[src/rtl/pulse_width_meter.sv]
// Pulse width meter: times the high phase of an asynchronous input
// in millisecond ticks and latches the result on the falling edge.
module pulse_width_meter #(
  parameter int TICK_DIV  = 50_000,
  parameter int MAX_COUNT = 9999
) (
  input  logic        clk,
  input  logic        rst,
  input  logic        pulse_in,
  output logic [14:0] cont_tiempo,
  output logic        medicion_lista,
  output logic        midiendo,
  output logic        desborde
);

  localparam int PW = (TICK_DIV > 1) ? $clog2(TICK_DIV) : 1;
  localparam logic [PW-1:0] TICK_LAST = PW'(TICK_DIV - 1);
  localparam logic [14:0] CNT_MAX = 15'(MAX_COUNT);

  typedef enum logic [1:0] {
    WAIT_LOW,
    IDLE,
    MEASURE
  } state_t;

  state_t      state;
  logic        sync1;
  logic        synced;
  logic        prev;
  logic [1:0]  fill;
  logic [PW-1:0] presc;
  logic [14:0] ms_cnt;
  logic        ovf;

  logic        rise;
  logic        fall;
  logic        tick;
  logic        at_max;
  logic [14:0] cnt_nxt;
  logic        ovf_nxt;

  assign rise    = synced & ~prev;
  assign fall    = ~synced & prev;
  assign tick    = (presc == TICK_LAST);
  assign at_max  = (ms_cnt == CNT_MAX);
  assign cnt_nxt = (tick && !at_max) ? ms_cnt + 15'd1 : ms_cnt;
  assign ovf_nxt = ovf | (tick & at_max);

  // fill counts edges since reset so the exit from WAIT_LOW only
  // trusts a synchronized sample of the real input, not reset zeros
  always_ff @(posedge clk) begin
    if (rst) begin
      sync1  <= 1'b0;
      synced <= 1'b0;
      prev   <= 1'b0;
      fill   <= 2'd0;
    end else begin
      sync1  <= pulse_in;
      synced <= sync1;
      prev   <= synced;
      if (fill != 2'd2)
        fill <= fill + 2'd1;
    end
  end

  always_ff @(posedge clk) begin
    if (rst) begin
      state          <= WAIT_LOW;
      presc          <= '0;
      ms_cnt         <= '0;
      ovf            <= 1'b0;
      cont_tiempo    <= '0;
      medicion_lista <= 1'b0;
      midiendo       <= 1'b0;
      desborde       <= 1'b0;
    end else begin
      medicion_lista <= 1'b0;
      unique case (state)
        WAIT_LOW: begin
          if (fill == 2'd2 && !synced)
            state <= IDLE;
        end
        IDLE: begin
          if (rise) begin
            state    <= MEASURE;
            midiendo <= 1'b1;
            presc    <= '0;
            ms_cnt   <= '0;
            ovf      <= 1'b0;
          end
        end
        MEASURE: begin
          presc  <= tick ? '0 : presc + 1'b1;
          ms_cnt <= cnt_nxt;
          ovf    <= ovf_nxt;
          if (fall) begin
            state          <= IDLE;
            midiendo       <= 1'b0;
            cont_tiempo    <= cnt_nxt;
            desborde       <= ovf_nxt;
            medicion_lista <= 1'b1;
          end
        end
        default: state <= WAIT_LOW;
      endcase
    end
  end

endmodule

[config.mk]
export PLATFORM = sky130hd
export DESIGN_NAME = pulse_width_meter
export DESIGN_NICKNAME = d
export VERILOG_FILES = /design/src/rtl/pulse_width_meter.sv
export SDC_FILE = /design/constraint.sdc
export NUM_CORES = 1
export LEC_CHECK = 0
export CAP_MARGIN = 20
export CORE_MARGIN = 3
export CORE_UTILIZATION = 60
export CTS_BUF_LIST = sky130_fd_sc_hd__clkbuf_4 sky130_fd_sc_hd__clkbuf_8
export DETAILED_ROUTE_END_ITERATION = 10
export PLACE_DENSITY = 0.9
export SLEW_MARGIN = 20
export SYNTH_ARGS = -nofsm -noshare
export SYNTH_HDL_FRONTEND = slang
export SYNTH_SLANG_ARGS = --single-unit
[constraint.sdc]
create_clock -name clk -period 2.15 [get_ports clk]
set_input_delay 0.645 -clock clk [delete_from_list [all_inputs] [get_ports clk]]
set_output_delay 0.645 -clock clk [all_outputs]
set_load 0.02 [all_outputs]
==> results.md, run 1 <==
Outcome:
- The run finished with clean final reports.

Setup path:
- STA puts the critical path data arrival time at 2.24 ns.
- By startpoint and endpoint, the worst setup path is classified as flop to flop.
- The worst endpoint required time is 2.36 ns.
- Among all stages on the critical path, the largest delay is contributed by sky130_fd_sc_hd__a311oi_1.
- The highest fanout seen on the critical path is 7.
- In this run the register-to-register setup slack is 0.12 ns.
- The startpoint type of the worst setup path is a flop.
- The worst setup path is captured at a flop.
- The peak per-stage delay on the critical path is 0.38 ns.
- The signal on the critical path passes through ha_1 > and3_1 > and4_2 > nor3_4 > nand2_1 > a311oi_1.

CTS:
- Hold repair after CTS inserted 0 buffers.
- The number of sinks on the clock net is 57.
- The H-tree was split into 3 levels.
- The number of buffers added by the clock tree synthesis step is 9.
- In this run the clock root is driven by a sky130_fd_sc_hd__clkbuf_8.
- The CTS tree is done.
- After clock tree synthesis, the clock-pin slew on the worst setup and hold paths is 0.06 ns.
- In this run the deepest clock path goes through 2 buffers.
- The source-to-sink clock delay at the later pin of the worst-skew pair is 0.33 ns.

Timing:
- The final number of max-transition violations is 0.
- The worst path uses 94.4% of the clock period.
- For this run, the top clock speed supported by timing is 0.493 GHz.
- The transition at the pin with the smallest max-transition slack is 0.537 ns.
- The post-layout minimum cycle time is 2.03 ns.
- The smallest setup slack after layout is 0.120 ns.
- The total setup violations reported at the end of the flow is 0.
- The final hold slack is 0.448 ns.
- The worst relative slew slack is 64.0%.
- The worst clock skew is 0.00786 ns.
- The post-route setup TNS is 0 ns.
- Setup repair after global routing left no endpoint under its margin.
- The total count of hold-check failures in the final report is 0.

Routing:
- In the routed design, unresolved DRC markers number 0.
- After detailed routing, the met2 layer carries 3000 um of wire.
- The length of routed met3 wiring is 437 um.
- In the routed layout, each cell is associated on average with a via count of 6.40.
- The total routed wirelength is 6520 um.
- The violation count after the first detailed-route iteration is 343.
- The detail route stage leaves a number of antenna-violating nets equal to 0.
- The highest metal layer with signal wires is met4.
- In the final routing, the length of wire on met1 measures 2910 um.
- After detailed routing, the average wire length per cell comes to 15.7 um.
- The total iterations of the first detailed-routing run is 5.
- The total number of vias is 2656.

Die:
- During I/O placement, the number of pins put on the boundary was 21.
- The horizontal die dimension is 75.0 um.
- The core region is 4470 um2.
- In this run the vertical extent of the chip is 75.0 um.
- The starting density of the core is 63.9%.
- The initialized floorplan defines 24 standard-cell rows.
- The overall die area is 5630 um2.

Layout:
- The most common library cell in the layout ignoring fill and taps is sky130_fd_sc_hd__dfxtp_1.
- The fraction of final layout cells sized beyond drive strength 1 is 13.5%.
- Leaving out fill and tap cells, the most frequent cells in the layout are sky130_fd_sc_hd__dfxtp_1, sky130_fd_sc_hd__nor2_1, sky130_fd_sc_hd__a21oi_1, sky130_fd_sc_hd__nand2_1, sky130_fd_sc_hd__clkdlybuf4s50_1.
- Excluding fillers, the count of instances in the completed layout stands at 415.
- The signed area change from the synthesized netlist to the final layout is 16.2%.
- The utilization after layout is 74.3%.
- The layout net count is 368.
- 0 antenna diodes ended up in the layout.

Place:
- The final weighted congestion in routability-driven placement is 0.929.
- Before CTS, the worst setup slack after placement is 0.0821 ns.
- The number of port buffers is 20.
- The number of placed instances, taps included, is 403.
- The wire-length estimate of the detail-placed layout is 4550 um.

Synthesis:
- After synthesis the netlist holds a flip-flop and latch count of 57.
- The top-area cell type share of the netlist area is 39.9%.
- Counting flops with a built-in enable in the synthesized netlist gives 0.
- Summing the sequential cell areas from Yosys gives 39.9% of the chip area.
- The largest total area in the synthesized netlist belongs to sky130_fd_sc_hd__dfxtp_1.
- The Yosys warning count is 0.
- The count of mapped cells out of synthesis is 334.
- By area the synthesized netlist is led by sky130_fd_sc_hd__dfxtp_1, sky130_fd_sc_hd__nor2_1, sky130_fd_sc_hd__xnor2_1.
- For this run, the leading register cell type out of synthesis is sky130_fd_sc_hd__dfxtp_1.
- In this run the mean area of a mapped cell was 8.56 um2.
- The number of distinct library cells after synthesis is 57.
- Counting flops with an async set or reset pin after synthesis yields a share of 0%.
- Counting every net in the synthesized netlist gives 340.
- The synthesized netlist occupies a cell area of 2860 um2.

Worst hold path:
- The tightest min-delay check is of the flop to flop type.

Global route:
- Global routing used 25.4% of the available tracks.
- Global routing finished with a remaining overflow of 0.
- The first global-routing pass estimated 11000 um of wire.
- The number of antenna violations at the first check in global routing is 0.
- Entering global routing, the biggest net connects 33 pins.
- The via count of the first global-routing pass was 2415.

Flow run:
- Across the run, the number of max-cap violations was 0.

Power and ir drop:
- Per report_power, the clock group accounts for 38.2% of the total.
- The sequential cell fraction of total power is 54.0%.
- The leakage power summed over all cells is 1.04 nW.
- The fraction of power spent switching nets is 24.4%.
- Across the VDD grid, the largest voltage drop is 479 uV.
- The part of the total power dissipated in combinational logic is 7.7%.
- The internal portion of total power is 1.55 mW.
- The analysis attributes to net switching a power of 0.501 mW.
- In this run the power density over the cells is 618 nW/um2.
==> area by class of cell <==
cell class,count,area [um2]
inverter,10,37.5
sequential,57,1140
timing repair buffer,35,325
multi-input combinational,249,1610
clock buffer,10,131
fill,307,1150
tap,52,65.1
clock inverter,2,10.0
==> final timing paths <==
path / start / end / cells after the start
worst max-delay path: ms_cnt[0]$_SDFFE_PP0P_ / cont_tiempo[1]$_SDFFE_PP0P_ / 6
worst min-delay path: sync1$_SDFF_PP0_ / synced$_SDFF_PP0_ / 1
worst max register to register: ms_cnt[0]$_SDFFE_PP0P_ / cont_tiempo[1]$_SDFFE_PP0P_ / 6
worst min register to register: sync1$_SDFF_PP0_ / synced$_SDFF_PP0_ / 1
==> routing by layer <==
metal | global-route usage (%) | vias up
li1 | - | 1282
met4 | 10.7 | 0
met2 | 39.3 | 108
met1 | 33.0 | 1238
met5 | 0 | -
met3 | 7.74 | 28
==> what timing repair did <==
item	CTS	global route
resized for setup	0	3
endpoints found under the hold margin	0	0
setup buffers	0	0
setup endpoints to repair	0	5
==> critical path: cells and delay by family (launching register included) <==
family	cells	cell delay, ns
compound gates	1	0.38
fa+ha+maj	1	0.26
flops	1	0.37
simple gates	4	0.89
==> sequential cells by signal (all words and copies together), names as in the netlist <==
| name | count |
|---|---|
| presc | 16 |
| fill | 2 |
| medicion_lista | 1 |
| ovf | 1 |
| cont_tiempo | 15 |
| prev | 1 |
| midiendo | 1 |
| desborde | 1 |
| synced | 1 |
| ms_cnt | 15 |
| state | 2 |
| sync1 | 1 |
==> cells by family after synthesis <==
group	synth area share [%]
adder cells (fa/ha/maj)	1.31
flip-flops	39.9
XOR/XNOR	7.04
buffers and inverters	4.11
AND/OR/NAND/NOR	29.0
AO/OA/AOI/OAI	18.2
multiplexers	0.350
==> Yosys cell counts (2+ instances only) <==
cell / count
sky130_fd_sc_hd__a211oi_1: 15
sky130_fd_sc_hd__a21oi_1: 21
sky130_fd_sc_hd__a22oi_1: 3
sky130_fd_sc_hd__a311oi_1: 2
sky130_fd_sc_hd__a31oi_1: 14
sky130_fd_sc_hd__a41oi_1: 2
sky130_fd_sc_hd__and3_1: 5
sky130_fd_sc_hd__and4_1: 4
sky130_fd_sc_hd__buf_2: 4
sky130_fd_sc_hd__buf_4: 2
sky130_fd_sc_hd__clkbuf_1: 12
sky130_fd_sc_hd__dfxtp_1: 57
sky130_fd_sc_hd__ha_1: 3
sky130_fd_sc_hd__inv_1: 10
sky130_fd_sc_hd__nand2_1: 20
sky130_fd_sc_hd__nand2b_1: 5
sky130_fd_sc_hd__nand3_1: 14
sky130_fd_sc_hd__nand4_1: 11
sky130_fd_sc_hd__nor2_1: 40
sky130_fd_sc_hd__nor2b_1: 4
sky130_fd_sc_hd__nor3_1: 5
sky130_fd_sc_hd__nor4_1: 4
sky130_fd_sc_hd__nor4_2: 4
sky130_fd_sc_hd__o211ai_1: 2
sky130_fd_sc_hd__o21ai_0: 15
sky130_fd_sc_hd__o311ai_0: 2
sky130_fd_sc_hd__or3_1: 3
sky130_fd_sc_hd__xnor2_1: 16
sky130_fd_sc_hd__xor2_1: 7
==> through the flow <==
stage / area (um2) / power (mW)
finish: 3320 / 2.05
global route: 3320 / 2.14
CTS: 3310 / 2.06
detailed placement: 3170 / 1.29
global placement: 3170 / 1.28
floorplan: 2860 / 1.24
==> power groups by stage <==
| stage | Combinational [mW] | Clock [mW] | Sequential [mW] |
|---|---|---|---|
| after global placement | 0.149 | 0 | 1.13 |
| after detailed placement | 0.157 | 0 | 1.13 |
| final | 0.159 | 0.784 | 1.11 |
| after CTS | 0.159 | 0.789 | 1.11 |
| after floorplan | 0.113 | 0 | 1.13 |
| after global routing | 0.182 | 0.846 | 1.11 |
Power figures use the tool's default switching activity.
==> run 2, diff against run 1 <==
--- a/config.mk
+++ b/config.mk
@@ -15,3 +15,4 @@
 export SYNTH_ARGS = -nofsm -noshare
 export SYNTH_HDL_FRONTEND = slang
 export SYNTH_SLANG_ARGS = --single-unit
+export TNS_END_PERCENT = 30
==> results of run 2 <==
The final DEF is identical to that of run 1; final timing and power are the same.
